$ cat src/rtl/fetch_pc_unit.sv
// Fetch / next-PC engine for a multi-cycle RV32IM core.
// It fetches one instruction at a time from a variable-latency memory.
// It holds that instruction until the execute stage retires it.
// On retire it resolves the next PC from trap, mret, jump and branch inputs, and counts retired instructions.
module fetch_pc_unit #(
    parameter int              XLEN           = 32,
    parameter logic [XLEN-1:0] RESET_VECTOR   = '0,
    parameter bit              CHECK_MISALIGN = 1'b1
) (
    input  logic            clk,
    input  logic            rst,
    output logic            imem_req,
    output logic [XLEN-1:0] imem_addr,
    input  logic            imem_ack,
    input  logic [31:0]     imem_rdata,
    output logic            instr_valid,
    output logic [31:0]     instr,
    output logic [XLEN-1:0] instr_pc,
    input  logic            instr_ready,
    input  logic            trap_enter,
    input  logic            trap_exit,
    input  logic [XLEN-1:0] mtvec,
    input  logic [XLEN-1:0] mepc,
    input  logic            jump,
    input  logic            jump_r,
    input  logic            branch,
    input  logic [2:0]      branch_type,
    input  logic [XLEN-1:0] imm,
    input  logic [XLEN-1:0] rs1_val,
    input  logic [XLEN-1:0] rs2_val,
    output logic            misalign_exc,
    output logic [XLEN-1:0] misalign_addr,
    output logic [63:0]     instret
);

    typedef enum logic [1:0] {IDLE, FETCH, HOLD} state_t;

    localparam logic [XLEN-1:0] CLEAR_BIT0  = {{(XLEN-1){1'b1}}, 1'b0};
    localparam logic [XLEN-1:0] CLEAR_BITS1 = {{(XLEN-2){1'b1}}, 2'b00};

    state_t          state;
    state_t          state_next;
    logic [XLEN-1:0] pc;
    logic            accept;
    logic            retire;
    logic            branch_taken;
    logic [XLEN-1:0] jr_target;
    logic [XLEN-1:0] rel_target;
    logic [XLEN-1:0] seq_pc;
    logic [XLEN-1:0] target;
    logic [XLEN-1:0] target_fixed;
    logic            redirect;
    logic            target_misaligned;
    logic            raise_misalign;
    logic [XLEN-1:0] next_pc;

    assign imem_req    = (state == FETCH);
    assign imem_addr   = pc;
    assign instr_valid = (state == HOLD);
    assign accept      = (state == FETCH) && imem_ack;
    assign retire      = (state == HOLD) && instr_ready;

    assign jr_target  = (rs1_val + imm) & CLEAR_BIT0;
    assign rel_target = instr_pc + imm;
    assign seq_pc     = instr_pc + XLEN'(4);

    // FSM state register; reset abandons any in-flight fetch
    always_ff @(posedge clk or posedge rst) begin
        if (rst) state <= IDLE;
        else     state <= state_next;
    end

    // FSM next state: one IDLE cycle, then alternate FETCH / HOLD
    always_comb begin
        state_next = state;
        case (state)
            IDLE:    state_next = FETCH;
            FETCH:   if (imem_ack) state_next = HOLD;
            HOLD:    if (instr_ready) state_next = FETCH;
            default: state_next = IDLE;
        endcase
    end

    // Branch condition from funct3; BLT/BGE signed, BLTU/BGEU unsigned
    always_comb begin
        branch_taken = 1'b0;
        case (branch_type)
            3'b000:  branch_taken = (rs1_val == rs2_val);
            3'b001:  branch_taken = (rs1_val != rs2_val);
            3'b100:  branch_taken = ($signed(rs1_val) <  $signed(rs2_val));
            3'b101:  branch_taken = ($signed(rs1_val) >= $signed(rs2_val));
            3'b110:  branch_taken = (rs1_val <  rs2_val);
            3'b111:  branch_taken = (rs1_val >= rs2_val);
            default: branch_taken = 1'b0;
        endcase
    end

    // Pick the control-transfer target (JALR over JAL over taken branch)
    always_comb begin
        target   = rel_target;
        redirect = 1'b0;
        if (jump_r) begin
            target   = jr_target;
            redirect = 1'b1;
        end else if (jump || (branch && branch_taken)) begin
            redirect = 1'b1;
        end
    end

    generate
        if (CHECK_MISALIGN) begin : g_check
            assign target_misaligned = redirect && (target[1:0] != 2'b00);
            assign target_fixed      = target;
        end else begin : g_force
            assign target_misaligned = 1'b0;
            assign target_fixed      = target & CLEAR_BITS1;
        end
    endgenerate

    // Traps are never alignment-checked, so a trap or mret masks the exception
    assign raise_misalign = !trap_enter && !trap_exit && target_misaligned;

    // Next PC by priority: trap, mret, redirect (or misalign vector), sequential
    always_comb begin
        next_pc = seq_pc;
        if (trap_enter)         next_pc = mtvec;
        else if (trap_exit)     next_pc = mepc;
        else if (raise_misalign) next_pc = mtvec;
        else if (redirect)      next_pc = target_fixed;
    end

    // PC and held instruction; the held copy only changes when a fetch is accepted
    always_ff @(posedge clk or posedge rst) begin
        if (rst) begin
            pc       <= RESET_VECTOR;
            instr    <= '0;
            instr_pc <= '0;
        end else begin
            if (accept) begin
                instr    <= imem_rdata;
                instr_pc <= pc;
            end
            if (retire) pc <= next_pc;
        end
    end

    // Retire bookkeeping: instret count and one-cycle misalign pulse
    always_ff @(posedge clk or posedge rst) begin
        if (rst) begin
            instret       <= '0;
            misalign_exc  <= 1'b0;
            misalign_addr <= '0;
        end else begin
            misalign_exc <= 1'b0;
            if (retire) begin
                instret <= instret + 64'd1;
                if (raise_misalign) begin
                    misalign_exc  <= 1'b1;
                    misalign_addr <= target;
                end
            end
        end
    end

endmodule

$ cat config.mk
export PLATFORM = sky130hd
export DESIGN_NAME = fetch_pc_unit
export DESIGN_NICKNAME = d
export VERILOG_FILES = /design/src/rtl/fetch_pc_unit.sv
export SDC_FILE = /design/constraint.sdc
export NUM_CORES = 1
export LEC_CHECK = 0
export BUFFER_PORTS_ARGS = -buffer_cell sky130_fd_sc_hd__buf_4
export CAP_MARGIN = 30
export CORE_MARGIN = 1.5
export CORE_UTILIZATION = 57
export CTS_CLUSTER_SIZE = 28
export DETAILED_ROUTE_END_ITERATION = 8
export PLACE_DENSITY = 0.95
export SLEW_MARGIN = 15
export SYNTH_ARGS = -nofsm -noshare
export SYNTH_HDL_FRONTEND = slang
export SYNTH_SLANG_ARGS = --single-unit
$ cat constraint.sdc
create_clock -name clk -period 14.99 [get_ports clk]
set_input_delay 1.499 -clock clk [delete_from_list [all_inputs] [get_ports clk]]
set_output_delay 1.499 -clock clk [all_outputs]
set_load 0.02 [all_outputs]
**Word level (Yosys, flattened, before mapping)**

Cells that the tools add are included.

- Add/sub/neg operators: 4
- Magnitude comparators: 4
- Eq/ne operators: 11
- Mux-type cells: 13
- Reduce and logical (&&, ||, !) cells: 14

Operators with widths:

| cell | number |
|---|---|
| $mux 32 | 5 |
| $add 32x32->32 | 2 |
| $add 64x1->64 const B | 1 |
| $ge 32x32->1 | 2 |
| $lt 32x32->1 | 2 |
| $add 32x3->32 const B | 1 |
| $eq 32x32->1 | 1 |
| $ne 32x32->1 | 1 |
| $eq 3x3->1 const B | 4 |
| $logic_and 1x1->1 | 6 |
| $pmux 1 s6 | 1 |
| $pmux 2 s3 | 1 |
| $mux 1 | 4 |
| $mux 2 | 2 |
| $ne 2x1->1 const B | 2 |
| $reduce_and 2->1 | 2 |
| $eq 3x1->1 const B | 1 |
| $logic_not 3->1 | 1 |
| $eq 2x1->1 const B | 1 |
| $eq 2x2->1 const B | 1 |
| $logic_not 1->1 | 2 |
| $logic_not 2->1 | 1 |
| $reduce_bool 2->1 | 1 |
| $logic_or 1x1->1 | 1 |

- Register bits after elaboration: 195
- Logic and storage cells: 53

**Longest topological paths before layout**

- Depth in word-level cells: 11
- Depth in mapped cells: 15

**Least setup slack after synthesis**

Ideal clock, no wire load.

- Path kind: input port to flip-flop
- From: input port rs2_val[15]
- To: register pc[19], in the netlist imem_addr[19]
- Library setup time: 0.077 ns
- Arrival: 4.070 ns
- Path slack: 10.843 ns
- Stages on the path: 15
- Cell sequence: inv_1 ha_1 nand4_1 nor4_1 o21ai_1 a31oi_2 mux2_1 nor4b_1 o31a_1 buf_2 inv_1 buf_4 o21ai_0 o221ai_1 a21oi_1

- Cells in the longest elaborated chain, start to end: 11
- Elaborated cells between the ends (all ways): 17
- Those cells by class: 4 x order compare; 2 x eq/ne; 7 x mux; 4 x reduce/logical

Ends and longest elaborated chain:

| element | line | text |
|---|---|---|
| start, declared | 30 | `input logic [XLEN-1:0] rs2_val,` |
| $ge 32x32->1, or another cell as far along | 93 | `3'b111: branch_taken = (rs1_val >= rs2_val);` |
| $pmux 1 s6 * | 87 | `case (branch_type)` |
| $logic_and 1x1->1 * | 105 | `end else if (jump \|\| (branch && branch_taken)) begin` |
| $logic_or 1x1->1 * | 105 |  |
| $mux 1 * | 105 |  |
| $mux 1 * | 102 | `if (jump_r) begin` |
| $logic_and 1x1->1 | 112 | `assign target_misaligned = redirect && (target[1:0] != 2'b00);` |
| $logic_and 1x1->1 | 121 | `assign raise_misalign = !trap_enter && !trap_exit && target_misaligned;` |
| $mux 32 * | 128 | `else if (raise_misalign) next_pc = mtvec;` |
| $mux 32 * | 127 | `else if (trap_exit) next_pc = mepc;` |
| $mux 32 * | 126 | `if (trap_enter) next_pc = mtvec;` |
| end signal, assigned | 143 | `if (retire) pc <= next_pc;` |
| end, declared | 43 | `logic [XLEN-1:0] pc;` |

Mark *: on every way between the ends. The rest lies on a longest branch, timed or not.
A chain may end at the register's enable or synchronous reset.

**Worst setup path after layout**

- From: input port rs1_val[31]
- To: register pc[26], in the netlist imem_addr[26]

- Cells in the longest elaborated chain, start to end: 11
- Elaborated cells between the ends (all ways): 17
- Those cells by class: 4 x order compare; 2 x eq/ne; 7 x mux; 4 x reduce/logical

Ends and longest elaborated chain:

| element | line | text |
|---|---|---|
| start, declared | 29 | `input logic [XLEN-1:0] rs1_val,` |
| $ge 32x32->1, or another cell as far along | 93 |  |
| $pmux 1 s6 * | 87 |  |
| $logic_and 1x1->1 * | 105 |  |
| $logic_or 1x1->1 * | 105 |  |
| $mux 1 * | 105 |  |
| $mux 1 * | 102 |  |
| $logic_and 1x1->1 | 112 |  |
| $logic_and 1x1->1 | 121 |  |
| $mux 32 * | 128 |  |
| $mux 32 * | 127 |  |
| $mux 32 * | 126 |  |

Marks and branches as above.

==> summary.md <==
| Metric | Value |
|---|---|
| Outcome | complete, no violations |
| Max rail drop VDD | approximately 130 uV |
| CP bufs+invs | 3 |
| DRC | 0 |
| Synth-to-Final Area Change | 28.82% |
| Setup TNS | 0 ns |
| Clock transition at path regs | approximately 0.08 ns |
| Top_reg_cell synth | dfrtp_1 |
| Post-cts repair resize count | 0 |
| Post-synthesis sequential area ratio | 35.96% |
| Routed WL per cell | roughly 21 microns |
| Post-synth EDFFs | 0 |
| Die Y | 157.3 microns |
| Clock Latency Late Sink | ~0.45 ns |
| Crit Path Max Fanout | 48 |
| Skew final | between 0.01 and 0.015 ns |
| Synth warn | 0 |
| Initial DRT Pass Iterations | 5 |
| Core ar. | approximately 23000 sq um |
| DP Wirelength | 35.75 mm |
| Fin cells | between 2k and 2.5k |
| Distinct cells, synth | 80 |
| Pwr dens | approximately 160 nW/um^2 |
| Multi-input logic area | approximately 8200 sq um |
| Leak | 8.479 nW |
| Cells after DPL | approximately 2.2k |
| Clock H-tree levels | 4 |
| Unrepaired setup endpoints after global routing | no |
| Synthesized instance count | 1491 |
| Crit-path cells | buf_4, ha_1, nand4_1, nor4_1, nor2_1, a31oi_2, mux2_1, nor4b_1, o31a_2, buf_4, inv_1, nand2_1, nor2_1, a311oi_1 |
| CTS max path bufs | 2 |
| Crit path largest cell delay | between 0.4 and 0.5 ns |
| Syn Nets | ~1.8k |
| Final hold vios | 0 |
| Sink Count | just under 200 |
| Slew headroom | between 40 and 50% |
| Die W | 157.3 microns |
| Synth Register Bits | 195 |
| Fillers | between 1.5k and 2k |
| # rows | between 50 and 60 |
| CP endpoint kind | flip-flop |
| FFs w/ async S/R, synth | 100.0% |
| Max-slew violation count | 0 |
| Largest net degree at the start of global routing | 127 |
| Vias in the first global route | between 10k and 15k |
| Post-Syn Area per Cell | approximately 9.1 sq um |
| Port bufs | a little under 400 |
| Fin nets | approximately 2.2k |
| Routability Congestion | about 1 |
| Crit share post-route | 32.97% |
| Clk root buf | clkbuf_16 |
| Type of element launching the critical path | input port |
| CP top delay family | simple AND/OR/NAND/NOR gates |
| Crit-path slowest cell | nor4_1 |
| First-pass GRT wire length | around 72 mm |
| Initial antenna violation count | 2 |
| DR vias/cell | approximately 6.3 |
| Starting density of the core | approximately 58% |
| DR iter-0 viols | 1281 |
| Share of cells above drive strength 1 | about 30% |
| I/O Pins | ~400 |
| Most frequent cells in the layout | 407 x buf_4, 195 x dfrtp_1, 132 x nand2_1, 127 x a21oi_1, 127 x nor2_1 |
| Setup Fix Bufs, Post-CTS | 0 |
| Die area | roughly 25000 sq um |
| Minimum clock period | between 4 and 5 ns |
| Post-Syn Area | 13570 sq um |
| GR Util All Layers | 37.79% |
| Antenna-violating nets left | 0 |
| Inserted Clock Buffers | 17 |
| CTS tree | yes |
| Endpoint arrival time on the critical path | 5.30 ns |
| Via count | around 14k |
| Setup violators final | 0 |
| Worst Tran Pin Value | 0.8686 ns |
| Required @ worst endpoint | between 15 and 20 ns |
| Cts hold-fix bufs | 0 |
| DRT Wirelength | roughly 47 mm |
| FF+latch area | roughly 4900 sq um |
| Fmax | between 200 and 250 MHz |
| Kind of critical path | input port to flip-flop |
| Worst Hold Class | flip-flop to flip-flop |
| Most common cell after layout, fill and taps aside | buf_4 |
| Gr ovfl total | 0 |
| Max-Cap Viols | 0 |
==> registers in the layout, indices dropped and copies added (netlist names) <==
register / flops
imem_addr: 32
misalign_exc: 1
misalign_addr: 32
instret: 64
instr: 32
state: 2
instr_pc: 32
==> power by group <==
part / total (mW) / internal (mW) / switching [mW]
Combinational: 1.46 / 0.644 / 0.811
Clock: 0.486 / 0.254 / 0.231
Sequential: 0.902 / 0.692 / 0.210
==> layout make-up <==
cell class                      instances  area share [%]
Antenna cell                            2         0.02863
Clock buffer                           17           2.434
Clock inverter                         15           1.131
Inverter                               69           1.525
Multi-Input combinational cell       1169           46.93
Sequential cell                       195           27.92
Tap cell                              319           2.284
Timing Repair Buffer                  409           17.75
==> synthesized netlist by cell type (4+ instances only) <==
cell type  instances  area, sq um
dfrtp_1          195         4880
nand2_1          134        503.0
nor2_1           128        480.5
a21oi_1          127        635.6
ha_1              95         1189
xnor2_1           86        753.2
mux2_2            79        889.6
o21ai_0           79        395.4
inv_1             66        247.7
xor2_1            56        490.5
clkbuf_1          42        157.7
nand3_1           40        200.2
nand4_1           31        193.9
a21o_1            28        210.2
and3_1            21        131.4
mux2i_1           20        200.2
nand2b_1          20        125.1
a31oi_1           16        100.1
o21a_1            16        120.1
o22ai_1           16        100.1
o211ai_1          14        105.1
a211oi_1          13        97.59
nor3_1            12        60.06
or3_1             11        68.82
and4_1            10        87.58
buf_2             10        50.05
o21ai_1            9        45.04
a211o_1            8        70.07
nor2b_1            8        50.05
o31a_1             6        52.55
a221oi_1           5        43.79
and2_1             5        31.28
o21bai_1           4        30.03
o221ai_1           4        35.03
o311ai_1           4        35.03
o31ai_1            4        30.03
==> path summary, 6_finish.rpt <==
check	startpoint	end	slack, ns	cells after the start
setup / recovery	rs1_val[31]	imem_addr[26]$_DFFE_PP0P_	10.05	14
hold / removal	instret[17]$_DFFE_PP0P_	instret[17]$_DFFE_PP0P_	0.50	1
setup reg to reg	instr_pc[0]$_DFFE_PP0P_	imem_addr[26]$_DFFE_PP0P_	11.11	14
hold reg to reg	instret[17]$_DFFE_PP0P_	instret[17]$_DFFE_PP0P_	0.50	1
max in group asynchronous	rst	imem_addr[21]$_DFFE_PP0P_	12.49	4
min in group asynchronous	rst	instr[4]$_DFFE_PP0P_	1.23	2
==> per-layer routing <==
metal / wire [microns] / GRT usage (%)
met5: 0 / 0
met4: 3006 / 21.92
met3: 4691 / 9.141
met2: 22280 / 62.26
met1: 17170 / 45.05
==> logic make-up after synthesis <==
| logic type | count (synthesis) | share of synthesized area [%] |
|---|---|---|
| and+or+nand+nor | 444 | 16.05 |
| adders and majority gates | 97 | 9.056 |
| muxes | 100 | 8.115 |
| xor gates and xnor gates | 142 | 9.166 |
| AOI/OAI and AO/OA | 386 | 17.94 |
| buffers and inverters | 127 | 3.716 |
| DFF | 195 | 35.96 |
==> metrics by stage <==
step / total power, mW / worst slack (ns) / utilization [%] / cell area, sq um / hold slack [ns]
floorplan: 1.742 / 8.179 / - / 13570 / 0.4526
global placement: 2.272 / 9.637 / 71.77 / 16790 / 0.4587
detailed placement: 2.325 / 9.738 / 71.88 / 16820 / 0.4851
CTS: 2.814 / 10.17 / 74.55 / 17450 / 0.4994
global route: 2.980 / 9.809 / 74.68 / 17480 / 0.5206
finish: 2.843 / 10.05 / 74.68 / 17480 / 0.5016
==> worst register-to-register path, delay by kind of cell, from the launching register on <==
kind | cells | cell delay, ns
AOI/OAI and AO/OA | 8 | 2.11
xor gates and xnor gates | 1 | 0.23
adders and majority gates | 2 | 0.63
buffers and inverters | 1 | 0.06
DFF | 1 | 0.48
and+or+nand+nor | 2 | 0.26
(Power assumes the default switching activity.)
